$ cat src/rtl/router_pkg.sv
// Shared constants and the stored FIFO word layout for the router output buffers.
// Header byte layout: [HDR_ADDR_MSB:HDR_ADDR_LSB] destination, [HDR_LEN_MSB:HDR_LEN_LSB] payload length.
// No ports; imported by router_fifo and router_fifo_mem users.
package router_pkg;

  localparam int DATA_W       = 8;
  localparam int FIFO_DEPTH   = 16;

  localparam int HDR_ADDR_LSB = 0;
  localparam int HDR_ADDR_MSB = 1;
  localparam int HDR_LEN_LSB  = 2;
  localparam int HDR_LEN_MSB  = 7;

  // Holds payload length + 1 (parity byte): up to 64, so one bit wider than the length field.
  localparam int PKT_CNT_W    = HDR_LEN_MSB - HDR_LEN_LSB + 2;

  // tag = 1 marks the header byte of a packet.
  typedef struct packed {
    logic              tag;
    logic [DATA_W-1:0] data;
  } fifo_word_t;

endpackage

$ cat src/rtl/router_fifo_mem.sv
// Storage array for router_fifo: DEPTH x WIDTH, one write port, one synchronous read port.
// Latency: read word appears on rd_word one edge after rd_en; rd_word holds when rd_en is low.
// Ports: clock, reset (async, clears rd_word only), clear (sync rd_word clear), wr_en/wr_addr/wr_word,
//        rd_en/rd_addr/rd_word. The array itself is never reset.
module router_fifo_mem #(
  parameter int DEPTH = 16,
  parameter int WIDTH = 9
) (
  input  logic                     clock,
  input  logic                     reset,
  input  logic                     clear,
  input  logic                     wr_en,
  input  logic [$clog2(DEPTH)-1:0] wr_addr,
  input  logic [WIDTH-1:0]         wr_word,
  input  logic                     rd_en,
  input  logic [$clog2(DEPTH)-1:0] rd_addr,
  output logic [WIDTH-1:0]         rd_word
);

  logic [WIDTH-1:0] mem [DEPTH];

  always_ff @(posedge clock) begin
    if (wr_en) begin
      mem[wr_addr] <= wr_word;
    end
  end

  // Read register doubles as the FIFO's data_out register, so it is resettable.
  always_ff @(posedge clock or posedge reset) begin
    if (reset) begin
      rd_word <= '0;
    end else if (clear) begin
      rd_word <= '0;
    end else if (rd_en) begin
      rd_word <= mem[rd_addr];
    end
  end

endmodule

$ cat src/rtl/router_fifo.sv
// Per-destination packet buffer: stores bytes from router_reg with a header tag, drains to the client.
// Latency: data_out/data_out_vld one edge after an accepted read; pkt_active reflects that byte one edge later.
// Backpressure: full blocks writes (byte dropped, router_reg holds it); empty ignores reads.
// Ports: clock, reset (async high), soft_reset (sync flush), write_enb, lfd_state, data_in,
//        read_enb, data_out, data_out_vld, full, empty, pkt_active.
// Build option ROUTER_FIFO_OVF_EN adds a sticky 'overflow' output (write attempted while full).
module router_fifo
  import router_pkg::*;
#(
  parameter int DEPTH = FIFO_DEPTH
) (
  input  logic              clock,
  input  logic              reset,
  input  logic              soft_reset,
  input  logic              write_enb,
  input  logic              lfd_state,
  input  logic [DATA_W-1:0] data_in,
  input  logic              read_enb,
  output logic [DATA_W-1:0] data_out,
  output logic              data_out_vld,
  output logic              full,
  output logic              empty,
  output logic              pkt_active
`ifdef ROUTER_FIFO_OVF_EN
  ,
  output logic              overflow
`endif
);

  localparam int AW = $clog2(DEPTH);
  localparam int CW = AW + 1;

  logic [AW-1:0]        wr_ptr;
  logic [AW-1:0]        rd_ptr;
  logic [CW-1:0]        occ;
  logic                 lfd_q;
  logic [PKT_CNT_W-1:0] pkt_cnt;
  logic                 wr_ok;
  logic                 rd_ok;
  fifo_word_t           wr_word;
  fifo_word_t           rd_word;

  assign full  = (occ == CW'(DEPTH));
  assign empty = (occ == '0);

  // A flush cycle swallows any concurrent read or write.
  assign wr_ok = write_enb && !full  && !soft_reset;
  assign rd_ok = read_enb  && !empty && !soft_reset;

  // Header tag comes from lfd_state one cycle earlier, matching router_reg's dout delay.
  assign wr_word = '{tag: lfd_q, data: data_in};

  router_fifo_mem #(
    .DEPTH (DEPTH),
    .WIDTH ($bits(fifo_word_t))
  ) u_mem (
    .clock   (clock),
    .reset   (reset),
    .clear   (soft_reset),
    .wr_en   (wr_ok),
    .wr_addr (wr_ptr),
    .wr_word (wr_word),
    .rd_en   (rd_ok),
    .rd_addr (rd_ptr),
    .rd_word (rd_word)
  );

  assign data_out   = rd_word.data;
  assign pkt_active = (pkt_cnt != '0);

  // Pointers wrap naturally because DEPTH is a power of two.
  always_ff @(posedge clock or posedge reset) begin
    if (reset) begin
      wr_ptr       <= '0;
      rd_ptr       <= '0;
      occ          <= '0;
      lfd_q        <= 1'b0;
      data_out_vld <= 1'b0;
    end else if (soft_reset) begin
      wr_ptr       <= '0;
      rd_ptr       <= '0;
      occ          <= '0;
      lfd_q        <= 1'b0;
      data_out_vld <= 1'b0;
    end else begin
      lfd_q        <= lfd_state;
      data_out_vld <= rd_ok;
      if (wr_ok) begin
        wr_ptr <= wr_ptr + AW'(1);
      end
      if (rd_ok) begin
        rd_ptr <= rd_ptr + AW'(1);
      end
      case ({wr_ok, rd_ok})
        2'b10:   occ <= occ + CW'(1);
        2'b01:   occ <= occ - CW'(1);
        default: occ <= occ;
      endcase
    end
  end

  // Packet tracking works off the registered read word, so it acts on the
  // cycle where data_out_vld marks a fresh byte. A header always reloads,
  // which also covers a truncated previous packet.
  always_ff @(posedge clock or posedge reset) begin
    if (reset) begin
      pkt_cnt <= '0;
    end else if (soft_reset) begin
      pkt_cnt <= '0;
    end else if (data_out_vld) begin
      if (rd_word.tag) begin
        pkt_cnt <= PKT_CNT_W'(rd_word.data[HDR_LEN_MSB:HDR_LEN_LSB]) + PKT_CNT_W'(1);
      end else if (pkt_cnt != '0) begin
        pkt_cnt <= pkt_cnt - PKT_CNT_W'(1);
      end
    end
  end

`ifdef ROUTER_FIFO_OVF_EN
  always_ff @(posedge clock or posedge reset) begin
    if (reset) begin
      overflow <= 1'b0;
    end else if (soft_reset) begin
      overflow <= 1'b0;
    end else if (write_enb && full) begin
      overflow <= 1'b1;
    end
  end
`endif

endmodule

$ cat config.mk
export PLATFORM = sky130hd
export DESIGN_NAME = router_fifo
export DESIGN_NICKNAME = d
export VERILOG_FILES = /design/src/rtl/router_pkg.sv /design/src/rtl/router_fifo_mem.sv /design/src/rtl/router_fifo.sv
export SDC_FILE = /design/constraint.sdc
export NUM_CORES = 1
export LEC_CHECK = 0
export BUFFER_PORTS_ARGS = -buffer_cell sky130_fd_sc_hd__buf_2
export CAP_MARGIN = 15
export CELL_PAD_IN_SITES_DETAIL_PLACEMENT = 1
export CELL_PAD_IN_SITES_GLOBAL_PLACEMENT = 2
export CORE_ASPECT_RATIO = 1.4
export CORE_UTILIZATION = 40
export DETAILED_ROUTE_END_ITERATION = 16
export GPL_TIMING_DRIVEN = 0
export HOLD_SLACK_MARGIN = 0.02
export PLACE_DENSITY_LB_ADDON = 0.1
export SETUP_SLACK_MARGIN = 0.4
export SKIP_CTS_REPAIR_TIMING = 1
export SLEW_MARGIN = 20
export SYNTH_ARGS = -nofsm -noshare
export SYNTH_HDL_FRONTEND = slang
export SYNTH_HIERARCHICAL = 1
export SYNTH_SLANG_ARGS = --single-unit
$ cat constraint.sdc
create_clock -name clock -period 2.5 [get_ports clock]
set_input_delay 0.5 -clock clock [delete_from_list [all_inputs] [get_ports clock]]
set_output_delay 0.5 -clock clock [all_outputs]
set_load 0.02 [all_outputs]
* Word level (Yosys, flattened, before mapping) *
Memory sizes are Yosys's and may differ from the RTL's.
Cells that the tools add are included.

cells by class
  reductions and logical operators = 15
  equality and inequality tests = 3
  add/subtract/negate cells = 6
  muxes and demuxes = 16

operators with widths
  cell                                                                    number
  7-bit 2-to-1 mux                                                        4
  9-bit 2-to-1 mux                                                        2
  4-bit 2-to-1 mux                                                        4
  5-bit one-hot mux with 2 select lines                                   1
  4-bit by 1-bit adder with 4-bit output (second input constant)          2
  6-bit by 1-bit adder with 7-bit output (second input constant)          1
  7-bit nonzero test                                                      1
  7-bit by 1-bit subtractor with 7-bit output (second input constant)     1
  2-bit nonzero test                                                      3
  3-bit nonzero test                                                      2
  5-bit by 1-bit adder with 5-bit output (second input constant)          1
  5-bit equality test (second input constant)                             1
  5-bit logical NOT                                                       1
  5-bit 2-to-1 mux                                                        1
  5-bit by 1-bit subtractor with 5-bit output (second input constant)     1
  1-bit logical AND                                                       4
  1-bit 2-to-1 mux                                                        4
  1-bit logical NOT                                                       3
  2-bit by 1-bit equality test with 1-bit output (second input constant)  1
  2-bit equality test (second input constant)                             1
  2-bit AND reduction                                                     1

word-level totals
  logic and storage cells = 48
  output and inout bits = 12
  bits in writable memories = 144
  input port bits = 14
  flip-flop bits (word level) = 31
  memories = 1

memory list
  name       words  bits a word  rd ports  clocked after Yosys merged registers in  write ports  line                   text
  u_mem.mem  16     9            1         0                                        1            router_fifo_mem.sv:20  logic [WIDTH-1:0] mem [DEPTH];

* Longest topological paths before layout *
Gate-level depths: netlist of run 1.

  word-level depth = 7
  depth in mapped cells = 10
  mapped depth without buffers = 9

* Hierarchy *
Netlist of run 1, hierarchy kept.

modules (own cells, without submodules)
  module           seq. area each (um2)  times used  area an instance (um2)  cells each
  router_fifo_mem  4549.4                1           6034.5                  353
  router_fifo      550.5                 1           1501.4                  166

* Least setup slack after synthesis of run 1 *
No wires, ideal clock.

  path kind = input to register
  from = in soft_reset
  to = mem u_mem.mem[0][0], enable pin
  setup time = 387 ps
  path buffers = 2
  stages = 5
  arrival time = 2254 ps
  slack = -141 ps
  required time = 2113 ps
  cells stage by stage = clkbuf_1 clkbuf_1 nor2_1 or3b_2 nor3_1

on the way
  longest elaborated chain between the ends = 4

RTL lines
  element                                 line                   text
  from (decl)                             router_fifo.sv:14      input logic soft_reset,
  1-bit logical NOT                       router_fifo.sv:47      assign wr_ok = write_enb && !full && !soft_reset;
  1-bit logical AND                       router_fifo.sv:47
  via wr_ok                               router_fifo.sv:38      logic wr_ok;
  1-bit 2-to-1 mux                        router_fifo_mem.sv:23  if (wr_en) begin
  1-bit 2-to-1 mux (implied by the code)  router_fifo_mem.sv:24  mem[wr_addr] <= wr_word;
  to (decl)                               router_fifo_mem.sv:20

The timed path passes the listed nets, and every way through them passes these cells.

* Worst setup path in the final report of run 1 *
  from = reg pkt_cnt[1]
  to = out pkt_active

on the way
  longest elaborated chain between the ends = 1

RTL lines
  element                 line                text
  from (decl)             router_fifo.sv:37   logic [PKT_CNT_W-1:0] pkt_cnt;
  from (signal assigned)  router_fifo.sv:112  pkt_cnt <= PKT_CNT_W'(rd_word.data[HDR_LEN_MSB:HDR_LEN_LSB]) + PKT_CNT_W'(1);
  from (signal assigned)  router_fifo.sv:114  pkt_cnt <= pkt_cnt - PKT_CNT_W'(1);
  7-bit nonzero test      router_fifo.sv:69   assign pkt_active = (pkt_cnt != '0);
  to (decl)               router_fifo.sv:23   output logic pkt_active

Every way passes these cells.

==> flow_results.org, run 1 <==
** Die
- Chip Width :: 118 um
- Total I/O pin count :: 26
- The floorplan step defined a die boundary enclosing 19400 um2.
- Initial standard-cell utilization of the core :: 40.7%
- Height of the chip :: 164 um
- Count of standard-cell rows :: 59
- The region available for standard cell placement spans 18500 um2.

** Finish
- Leaving out fill and tap cells, the most frequent cells in the layout are edfxtp_1 (144), mux2i_1 (74), nand2_1 (30), buf_2 (28), a22oi_1 (28).
- The number of antenna diodes in the final layout is 0.
- Final design utilization :: 51.3%
- In the final layout, the share of cells above drive strength 1 is 29.4%.
- Most common cell after layout, fill and taps aside :: edfxtp_1
- The final layout contains 627 nets.
- After routing the design area is 9510 um2.
- Number of fill cells :: 1819
- Area growth syn-to-layout :: 26.1%

** Placement
- Prior to clock tree synthesis, the placed netlist has a worst setup slack of -0.363 ns.
- Routability-driven placement finished with a final weighted congestion of 0.781.
- Number of buffer cells added on primary ports :: 24
- After legalization and detailed placement, the total HPWL measured 13000 um.
- Once placement finished, the instance area stood at 8040 um2.

** Synth
- Gate count after technology mapping :: 519
- Count of warnings emitted by yosys :: 6
- Post-synthesis area per instance :: 14.5 um2
- Yosys reg bits :: 175
- Number of synthesized flops with an enable pin :: 144
- Among all flip-flop cells after synthesis, the most frequent one is edfxtp_1.
- The synthesized netlist contains 57 unique library cells.
- Summing every instance area after synthesis gives 7540 um2.
- Async set or reset register ratio after synthesis :: 17.7%
- The number of nets in the synthesized netlist is 541.
- Sequential cells were found to cover 67.7% of the synthesized design area.

** Setup path
- Type of the worst setup path :: reg2out
- CP Launch Type :: flop
- Data arrival time of the critical path :: 1.93 ns
- The cell family contributing the most delay on the critical path is simple AND/OR/NAND/NOR gates.
- Along the worst path, the maximum fanout reaches 3.
- In this design, the stage delay of the slowest critical-path cell is 0.48 ns.
- The worst setup path is captured at a primary output.
- Together, buffers and inverters on the worst path number 3.
- The signal on the critical path passes through inv_2 -> ha_4 -> or4b_4 -> nor3_4 -> inv_1 -> buf_6.
- For the worst setup path, the data required time is 2.00 ns.
- Critical-path cell with the highest stage delay :: or4b_4

** Status
- Outcome :: finished clean

** Drt
- Average wire per cell in the routed design :: 23.3 um
- Iteration count of the initial detailed-routing pass :: 4
- DRC errors left :: 0
- In this run the remaining antenna-violating nets after routing total 0.
- Vias after detailed routing :: 4705
- In this run, the number of DRC markers left after iteration 0 of detailed routing was 227.
- Dividing the detail-routed via count by the number of cells gives 5.46.
- Summed over all layers, the routed wires come to 20100 um.

** Pwr
- For this design the ratio of total power to cell area is 907 nW/um2.
- Power comes to 8.62 mW.
- Maximum resistive drop on vdd :: 0.548 mV
- Summed over all cells, the static leakage comes to 3.37 nW.

** Timing
- The final count of pins violating max slew came to 0.
- Total count of hold-check failures in the final report :: 0
- Final setup margin :: 0.0698 ns
- Rel. slew slack :: 37.8%
- Adding up every negative setup slack in the final design gives 0 ns.
- Setup Skew :: 0.0160 ns
- Based on the critical path, the design can be clocked at up to 411 MHz.
- For the pin with the worst max-slew slack, the measured transition is 0.927 ns.
- The worst path in the final design needs a cycle of 2.43 ns, including I/O delays and setup.
- In the finished design, the share of the clock period the worst path needs comes to 97.2%.
- RSZ-0062 raised after global routing :: yes
- Setup violations remaining at the end of the flow were counted as 0.

** Clocking
- TritonCTS built the clock tree.
- Inserted Clock Buffers :: 17
- Root Buffer :: clkbuf_16
- Clock-pin slew was measured on the worst setup and hold paths at 0.07 ns.
- CTS sink cnt :: 175
- Source-to-sink clock delay at the later pin of the worst-skew pair :: 0.44 ns
- H-tree depth reported by CTS :: 4
- CTS Buffer Depth :: 2

** GRT
- Global routing finished with a remaining overflow of 0.
- Pin count of the biggest net entering global routing :: 23
- The first global-routing pass estimated 28800 um of wire.
- Global-route usage over all layers :: 20.8%
- The number of global-route vias before repair is 4753.
- Initial antenna violation count :: 0

** Min path
- Worst min path class :: in2async

** Run
- The tool flagged a number of max-cap violations equal to 0.
-- layer usage --
| layer | global-route usage [%] | wire length (um) | up-vias | share of wire (%) |
|---|---|---|---|---|
| met1 | 24.7 | 8270 | 2455 | 41 |
| met3 | 2.90 | 405 | 23 | 2.0 |
| li1 | - | - | 2166 | - |
| met2 | 37.7 | 11100 | 61 | 55 |
| met4 | 9.32 | 325 | 0 | 1.6 |
| met5 | 0 | 0 | - | 0 |
-- worst paths after layout --
check,from,endpoint,slack [ns],cells past startpoint
max in group asynchronous,reset,occ[0]$_DFFE_PP0P_,1.88,2
min in group clock,lfd_state,lfd_q$_DFF_PP0_,0.28,2
max,pkt_cnt[1]$_DFFE_PP0P_,pkt_active,0.07,6
min reg2reg,u_mem/rd_word[0]$_DFFE_PP0P_,u_mem/rd_word[0]$_DFFE_PP0P_,0.49,2
max reg2reg,occ[2]$_DFFE_PP0P_,occ[4]$_DFFE_PP0P_,0.12,10
min,reset,u_mem/rd_word[6]$_DFFE_PP0P_,0.1,2
-- Yosys cell counts, drive strengths merged (4+ instances only) --
master | number | area share (%)
edfxtp | 144 | 57
mux2i | 74 | 9.8
nor2 | 36 | 1.8
dfrtp | 31 | 10
nand2 | 30 | 1.5
nand3 | 30 | 2.0
a22oi | 28 | 2.8
buf | 16 | 2.0
inv | 14 | 0.70
a21oi | 13 | 1.0
nor3 | 10 | 0.73
and3 | 8 | 0.66
ha | 7 | 1.2
nand4 | 6 | 0.50
nor2b | 6 | 0.50
xnor2 | 6 | 0.70
clkbuf | 5 | 0.25
nand2b | 5 | 0.42
nand3b | 5 | 0.50
xor2 | 5 | 0.58
mux2 | 4 | 0.60
-- flip-flops by register name (all words and copies together) (netlist names) --
register,flops
u_mem/mem,144
u_mem/rd_word,9
pkt_cnt,7
occ,5
rd_ptr,4
wr_ptr,4
data_out_vld,1
lfd_q,1
-- cells by family after synthesis --
family                     after synthesis  synth area share (%)
and+or+nand+nor                        146                  9.90
xor gates and xnor gates                11                  1.28
AOI/OAI and AO/OA                       66                  6.39
DFF                                    175                  67.7
adders and majority gates                8                  1.43
buffers and inverters                   35                  2.91
muxes                                   78                  10.4
-- power breakdown --
group	switching, mW	total (mW)	internal, mW	leakage (nW)
Combinational	1.31	2.53	1.22	1.38
Sequential	0.177	3.46	3.28	1.72
Clock	1.20	2.63	1.43	0.273
-- metrics by stage --
| step | std cells | hold WS (ns) |
|---|---|---|
| 2_1_floorplan | 519 | 0.328 |
| 3_3_place_gp | 787 | 0.481 |
| 3_5_place_dp | 787 | 0.479 |
| 4_1_cts | 819 | 0.0903 |
| 5_1_grt | 862 | 0.110 |
| 6_report | 862 | 0.0995 |
-- layout make-up --
| cell class | count | area, um2 | share of cell area [%] |
|---|---|---|---|
| Sequential cell | 175 | 5100 | 53.7 |
| Multi-Input combinational cell | 311 | 2610 | 27.5 |
| Timing Repair Buffer | 65 | 659 | 6.94 |
| Clock buffer | 18 | 439 | 4.62 |
| Tap cell | 244 | 305 | 3.21 |
| Buffer | 21 | 189 | 1.99 |
| Clock inverter | 14 | 144 | 1.51 |
| Inverter | 14 | 52.6 | 0.553 |
(Power assumes the default switching activity.)
==> run 2, diff against run 1 <==
--- a/config.mk
+++ b/config.mk
@@ -5,6 +5,7 @@
 export SDC_FILE = /design/constraint.sdc
 export NUM_CORES = 1
 export LEC_CHECK = 0
+export ABC_AREA = 0
 export BUFFER_PORTS_ARGS = -buffer_cell sky130_fd_sc_hd__buf_2
 export CAP_MARGIN = 15
 export CELL_PAD_IN_SITES_DETAIL_PLACEMENT = 1
@@ -20,5 +21,4 @@
 export SLEW_MARGIN = 20
 export SYNTH_ARGS = -nofsm -noshare
 export SYNTH_HDL_FRONTEND = slang
-export SYNTH_HIERARCHICAL = 1
 export SYNTH_SLANG_ARGS = --single-unit
==> flow_results.org, run 2 <==
** Finish
- From synthesis to final layout, the design area changed by 22.4%.
- The final core area utilization was 50.1% (-1.2 points).
- Commonest non-fill, non-tap cells in the layout :: edfxtp_1 (144), mux4_2 (36), dfrtp_1 (30), buf_4 (28), nor2_1 (24)
- The register area came to 5100 um2 (about the same).
- Register containing the most flip-flops in the final layout :: u_mem.mem
- Largest registers :: u_mem.mem x144, u_mem.rd_word x9, pkt_cnt x7
- The total inserted antenna cells came to 0 (unchanged).
- Number of fill cells :: 1746 (-4.0%)
- The flip-flop count of the largest register, all copies and words added is 144 (unchanged).
- Leaving out fill and tap cells, the most frequent cell in the layout is edfxtp_1.
- Number of nets in the layout :: 526 (-16%)
- Area of the multi-input gates :: 2500 um2 (-4.2%)
- Layout cell share with drive strength beyond 1 :: 38.4% (+9.0 points)

** Timing
- Setup repair after global routing could not meet its margin everywhere.
- Rel. slew slack :: 37.2% (-0.57 points)
- The post-route clock period utilization came to 124% (+26 points).
- The final critical path time including I/O delays and setup was 3.09 ns (+0.660 ns).
- The final number of setup-violating endpoints came to 4 (+4).
- The sum of negative setup slack was -1.81 ns (-1.81 ns).
- Slew at the pin closest to its max-slew limit :: 0.941 ns (+0.0142 ns)
- Fmax :: 324 MHz (-21%)
- Fin. max-slew vios :: 0 (unchanged)
- The worst clock skew on the final layout came to 0.00535 ns (-0.0107 ns).
- Total count of hold-check failures in the final report :: 0 (unchanged)
- The worst-case setup margin in the final layout is -0.591 ns (-0.660 ns).

** Synth
- Count of warnings emitted by yosys :: 0 (-6)
- Gate count after technology mapping :: 432 (-17%)
- Syn_nets :: 457 (-16%)
- Number of synthesized flops with an enable pin :: 144 (unchanged)
- Share of synthesized area occupied by flip-flops and latches :: 69.2% (+1.5 points)
- Yosys reg bits :: 175 (unchanged)
- By count the netlist is led by edfxtp_1 (144), nor2_1 (41), mux4_2 (36).
- Synth area leader :: edfxtp_1
- Synth Cell Area :: 7370 um2 (-2.2%)
- The mean instance size in the synthesized netlist came to 17.1 um2 (+18%).
- By area the synthesized netlist is led by edfxtp_1 (59%), mux4_2 (11%), dfrtp_1 (11%), mux2i_1 (2.6%), nor2_1 (2.1%).
- Most used flip-flop cell after synthesis :: edfxtp_1
- The fraction of synthesis flops using an asynchronous set or reset pin came to 17.7% (unchanged).
- Most frequent cell after synthesis :: edfxtp_1
- Fraction of synthesized cell area taken by the top area cell type :: 58.6% (+1.3 points)
- The count of cell types in the netlist is 51 (-11%).

** Drt
- Total wire length after detailed routing :: 18100 um (-9.9%)
- The number of iterations in the first detailed-routing pass was 4 (unchanged).
- The routed length on met2 came to 10100 um (-8.7%).
- The final routed wire length divided by cell count came to 24.0 um (+3.1%).
- The antenna violation net count after detailed routing was 0 (unchanged).
- Wire length on met1 :: 7110 um (-14%)
- The detailed-routed wire length on met3 is 546 um (+35%).
- Vias after detailed routing :: 4089 (-13%)
- Highest routed metal layer :: met4
- Number of DRC markers in iteration 0 :: 207 (-8.8%)
- The via density per instance came to 5.43 (-0.51%).
- The DRC violation count after routing was 0 (unchanged).

** Setup path
- In this design, the largest share of critical-path delay is due to simple AND/OR/NAND/NOR gates.
- Count of cell instances traversed by the critical path :: 13 (+7)
- Delay of the slowest cell on the worst path :: 0.55 ns (+0.07 ns)
- The worst setup path is captured at a flop.
- Critical Path End :: occ[3]$_DFFE_PP0P_
- The required time of the critical path is 2.82 ns (+0.82 ns).
- Critical-path cell with the highest stage delay :: or4_4
- Critical path, cell by cell :: or4_4 -> buf_6 -> o21a_4 -> buf_8 -> or3_4 -> inv_4 -> buf_6 -> ha_4 -> a21o_1 -> a21oi_2 -> xor2_1 -> nor2_1 -> mux2_4
- In this design, the critical path's most frequently occurring cell is buf_6.
- The most critical setup path has its startpoint at occ[3]$_DFFE_PP0P_.
- The setup path with the least slack is of type reg2reg.
- The worst setup path is launched from a flop.
- The length in cells of the worst reg-to-reg path was 13 (+3).
- Buffers & Inverters on Critical Path :: 4 (+1)
- The endpoint identified for the worst register-to-register timing path is occ[3]$_DFFE_PP0P_.
- R2r startpoint :: occ[3]$_DFFE_PP0P_
- Data arrival time of the critical path :: 3.41 ns (+1.48 ns)
- The flop-to-flop setup slack is -0.59 ns (-0.71 ns).
- Worst-path fanout max :: 7 (+4)

** Die
- Total I/O pin count :: 26 (unchanged)
- The floorplan row count was 58 (-1.7%).
- Height of the chip :: 163 um (-1.1%)
- Initial standard-cell utilization of the core :: 41.0% (+0.30 points)
- The core box area is 18000 um2 (-2.9%).
- Chip Width :: 117 um (-1.1%)
- The die footprint is 19000 um2 (-2.1%).

** Clocking
- The number of buffers on the longest clock path was 2 (unchanged).
- The insertion delay of the later-clocked pin in the worst-skew pair is 0.43 ns (about the same).
- CTS sink cnt :: 175 (unchanged)
- CTS tree :: done
- The clock transition at the registers of the reported paths was 0.07 ns (about the same).
- The H-tree depth is 4 (unchanged).
- In this run the clock root is driven by a clkbuf_16.
- The TritonCTS buffer count is 17 (unchanged).

** GRT
- The maximum number of pins on one net before global-route repair was 32 (+39%).
- The total overflow reported by the global router is 0 (unchanged).
- Initial antenna violation count :: 0 (unchanged)
- Vias in the first global route :: 4298 (-9.6%)
- Global-route usage over all layers :: 19.8% (-1.0 points)
- The first-pass GRT wire length is 26100 um (-9.4%).

** Placement
- Number of buffer cells added on primary ports :: 24 (unchanged)
- Weighted congestion reported at the end of routability-driven placement :: 0.727 (-6.9%)
- Post-DP HPWL :: 11100 um (-15%)

** Pwr
- The power density normalized to cell area was 910 nW/um2 (+0.36%).
- The maximum resistive drop on vdd came to 0.505 mV (-7.9%).
- Total leakage power :: 3.04 nW (-9.7%)

** Min path
- Worst min path class :: in2async

** Run
- The max capacitance violation total came to 0 (unchanged).

** Status
- Outcome :: finished with violations
- The final reports fail on setup timing.
[run 2: power breakdown]
part / internal, mW / total, mW / leakage (nW) / switching (mW)
clock: 1.39 / 2.56 / 0.278 / 1.17
combinational: 1.04 / 2.12 / 1.04 / 1.07
sequential: 3.32 / 3.53 / 1.72 / 0.214
[run 2: area by class of cell]
type / count / area share, %
Clock buffer: 18 / 4.76
Multi-Input combinational cell: 224 / 27.7
Timing Repair Buffer: 46 / 3.63
Tap cell: 240 / 3.33
Buffer: 27 / 2.16
Inverter: 10 / 0.444
Sequential cell: 175 / 56.5
Clock inverter: 13 / 1.41
[run 2: stage by stage]
stage                     hold slack (ns)  instances  worst slack [ns]  area [um2]  total power, mW
after floorplan                     0.472        432            -0.407        7380             4.55
after global placement              0.502        696            -0.620        7800             4.98
after detailed placement            0.523        696            -0.664        7800             5.02
after CTS                           0.207        727            -0.683        8360             7.58
after global routing                0.245        753            -0.685        9020             8.56
final                               0.195        753            -0.591        9020             8.21
[run 2: routing by layer]
| metal | global-route usage (%) | vias to the layer above |
|---|---|---|
| li1 | - | 1824 |
| met1 | 23.3 | 2177 |
| met2 | 35.6 | 67 |
| met3 | 3.68 | 21 |
| met4 | 7.36 | 0 |
| met5 | 0 | - |
[run 2: kinds of logic (layout without fill, tap and decap cells)]
logic type / Yosys count / after routing / share of synthesized area, %
buf+inv: 37 / 114 / 2.53
xor+xnor: 11 / 11 / 1.31
flops: 175 / 175 / 69.2
compound gates: 39 / 39 / 3.89
simple gates: 100 / 104 / 6.96
fa+ha+maj: 11 / 11 / 1.97
mux: 59 / 59 / 14.2
[run 2: worst min path at each step]
stage	endpoint	from	slack, ns
after floorplan	pkt_cnt[6]$_DFFE_PP0P_	pkt_cnt[6]$_DFFE_PP0P_	0.47
after global placement	occ[2]$_DFFE_PP0P_	occ[2]$_DFFE_PP0P_	0.50
after detailed placement	occ[3]$_DFFE_PP0P_	occ[3]$_DFFE_PP0P_	0.52
after CTS	pkt_cnt[4]$_DFFE_PP0P_	reset	0.21
after global routing	pkt_cnt[3]$_DFFE_PP0P_	reset	0.24
final	occ[0]$_DFFE_PP0P_	reset	0.20
==> run 3, diff against run 2 <==
==> constraint.sdc (replaced) <==
create_clock -name clock -period 3 [get_ports clock]
set_input_delay 0.6 -clock clock [delete_from_list [all_inputs] [get_ports clock]]
set_output_delay 0.6 -clock clock [all_outputs]
set_load 0.02 [all_outputs]
==> flow_results.org, run 3 (synthesis gave the netlist of run 2 again) <==
** Pwr
- Total leakage power :: 2.93 nW (-3.5%)
- Pwr per Cell Area :: 755 nW/um2 (-17%)
- The overall power was 6.46 mW (-21%).
- The maximum resistive drop on vdd was 0.420 mV (-17%).

** Min path
- Worst min path class :: in2async

** Setup path
- The required time of the critical path is 3.30 ns (+0.48 ns).
- Type of the worst setup path :: reg2reg
- The worst setup path is captured at a flop.
- STA classifies the critical path startpoint as a flop.
- Worst-path fanout max :: 7 (unchanged)
- The critical path arrival was 3.38 ns (-0.03 ns).

** Timing
- The post-route clock period utilization came to 103% (-21 points).
- Slew at the pin closest to its max-slew limit :: 1.09 ns (+0.152 ns)
- The sum of negative setup slack is -0.118 ns (+1.69 ns).
- The worst-case setup margin in the final layout is -0.0752 ns (+0.515 ns).
- The worst hold slack across all endpoints was 0.288 ns (+0.0927 ns).
- RSZ-0062 raised after global routing :: yes
- Fin. max-slew vios :: 0 (unchanged)
- The final number of setup-violating endpoints came to 2 (-2).
- Rel. slew slack :: 26.8% (-10 points)
- Total count of hold-check failures in the final report :: 0 (unchanged)
- The final critical path time including I/O delays and setup is 3.08 ns (-0.0153 ns).
- Fmax :: 325 MHz (+0.50%)
- The worst clock skew on the final layout came to 0.00416 ns (-0.00119 ns).

** GRT
- Pin count of the biggest net entering global routing :: 32 (unchanged)
- Global-route wire length before repair :: 26100 um (unchanged)
- The overall fraction of global-route tracks in use was 19.8% (unchanged).
- The number of global-route vias before repair is 4298 (unchanged).
- Global-route congestion overflow total :: 0 (unchanged)
- The number of antenna violations at the first check in global routing is 0 (unchanged).

** Clocking
- The H-tree depth was 4 (unchanged).
- The tree is rooted in a clkbuf_16.
- The insertion delay of the later-clocked pin in the worst-skew pair is 0.43 ns (about the same).
- Inserted Clock Buffers :: 17 (unchanged)
- CTS Buffer Depth :: 2 (unchanged)
- Clock transition at the register clock pins on the worst setup and hold paths after CTS :: 0.07 ns (about the same)
- The sink count of the clock tree is 175 (unchanged).
- CTS tree :: done

** Finish
- The number of standard cells in the layout, taps in and fillers out came to 739 (-1.9%).
- Number of nets in the layout :: 512 (-2.7%)
- In the final layout, the registers with the most flip-flops are u_mem.mem x144, u_mem.rd_word x9, pkt_cnt x7.
- The library cell used most frequently in the layout, excluding fill and tap cells, is edfxtp_1.
- The flip-flop count of the largest register, all copies and words added was 144 (unchanged).
- The register with the most flip-flops in the final layout is u_mem.mem.
- Commonest non-fill, non-tap cells in the layout :: edfxtp_1 (144), mux4_2 (36), nor2_1 (35), buf_2 (31), dfrtp_1 (31)
- Area growth syn-to-layout :: 16.1%
- Antenna Diode Count :: 0 (unchanged)
- The layout cell share with drive strength beyond 1 came to 29.1% (-9.3 points).

** Run
- Max-Cap Viols :: 0 (unchanged)

** Drt
- Total wire length after detailed routing :: 17200 um (-5.1%)
- The antenna violation net count after detailed routing was 0 (unchanged).
- Iteration count of the initial detailed-routing pass :: 4 (unchanged)
- DRC errors left :: 0 (unchanged)
- Vias after detailed routing :: 3953 (-3.3%)
- Via count normalized by instance count :: 5.35 (-1.5%)
- Number of DRC markers in iteration 0 :: 204 (-1.4%)
- The final routed wire length divided by cell count was 23.3 um (-3.3%).

** Placement
- Weighted congestion reported at the end of routability-driven placement :: 0.727 (unchanged)
- Number of placed cells counting well taps :: 696 (unchanged)
- The number of buffers added on ports came to 24 (unchanged).
- The half-perimeter wire length after detailed placement was 11100 um (unchanged).

** Die
- Count of standard-cell rows :: 58 (unchanged)
- Total I/O pin count :: 26 (unchanged)
- The vertical die dimension is 163 um (unchanged).
- The die footprint is 19000 um2 (unchanged).
- Standard cell core area :: 18000 um2 (unchanged)
- The horizontal die dimension is 117 um (unchanged).
- The initial core utilization came to 41.0% (unchanged).

** Status
- The final reports fail on setup timing.
- Outcome :: finished with violations
run 3: cell types whose count changed in the layout (fill, tap and decap cells not counted), sizes merged:
cell	previous run	this run
clkbuf	28	27
buf	63	54
nor2	46	42
run 3: power by group:
group          switching, mW  leakage [nW]  internal [mW]
clock network          0.973         0.278           1.16
logic                  0.749         0.936          0.641
registers              0.174          1.72           2.77
run 3: through the flow:
| stage | worst slack, ns | util (%) | area (um2) |
|---|---|---|---|
| final | -0.0752 | 47.6 | 8560 |
| after CTS | -0.183 | 46.4 | 8360 |
| after floorplan | 0.0931 | - | 7380 |
| after global routing | -0.149 | 47.6 | 8560 |
| after global placement | -0.120 | 43.3 | 7800 |
| after detailed placement | -0.164 | 43.3 | 7800 |
run 3: critical path, cell delays in order, from the launching register on:
cell and delay, ns:
dfrtp_1 0.40, or4_4 0.55, buf_6 0.14, o21a_4 0.21, buf_8 0.13, or3_4 0.36
fa_2 0.40, nor2b_4 0.12, o21a_1 0.21, o211a_1 0.22, o21ai_1 0.06, nor3b_2 0.16
run 3: worst paths after layout:
kind	startpoint	to	slack (ns)	cells past startpoint
setup / recovery	occ[3]$_DFFE_PP0P_	occ[4]$_DFFE_PP0P_	-0.08	11
hold / removal	reset	pkt_cnt[3]$_DFFE_PP0P_	0.29	2
setup reg to reg	occ[3]$_DFFE_PP0P_	occ[4]$_DFFE_PP0P_	-0.08	11
hold reg to reg	pkt_cnt[6]$_DFFE_PP0P_	pkt_cnt[6]$_DFFE_PP0P_	0.54	2
max in group asynchronous	reset	u_mem.rd_word[1]$_DFFE_PP0P_	2.24	2
min in group clock	lfd_state	lfd_q$_DFF_PP0_	0.41	2
run 3: layout make-up:
cell class / count / area (um2)
sequential: 175 / 5100
fill: 1789 / 9440
clock inverter: 13 / 128
multi-input combinational: 220 / 2190
inverter: 10 / 40.0
timing repair buffer: 36 / 214
buffer: 27 / 160
clock buffer: 18 / 429
tap: 240 / 300
run 3: per-layer routing:
layer  track usage, %  wire [um]
met2             35.6       9480
met4             7.36        412
met5                0          0
met3             3.68        353
met1             23.3       6940
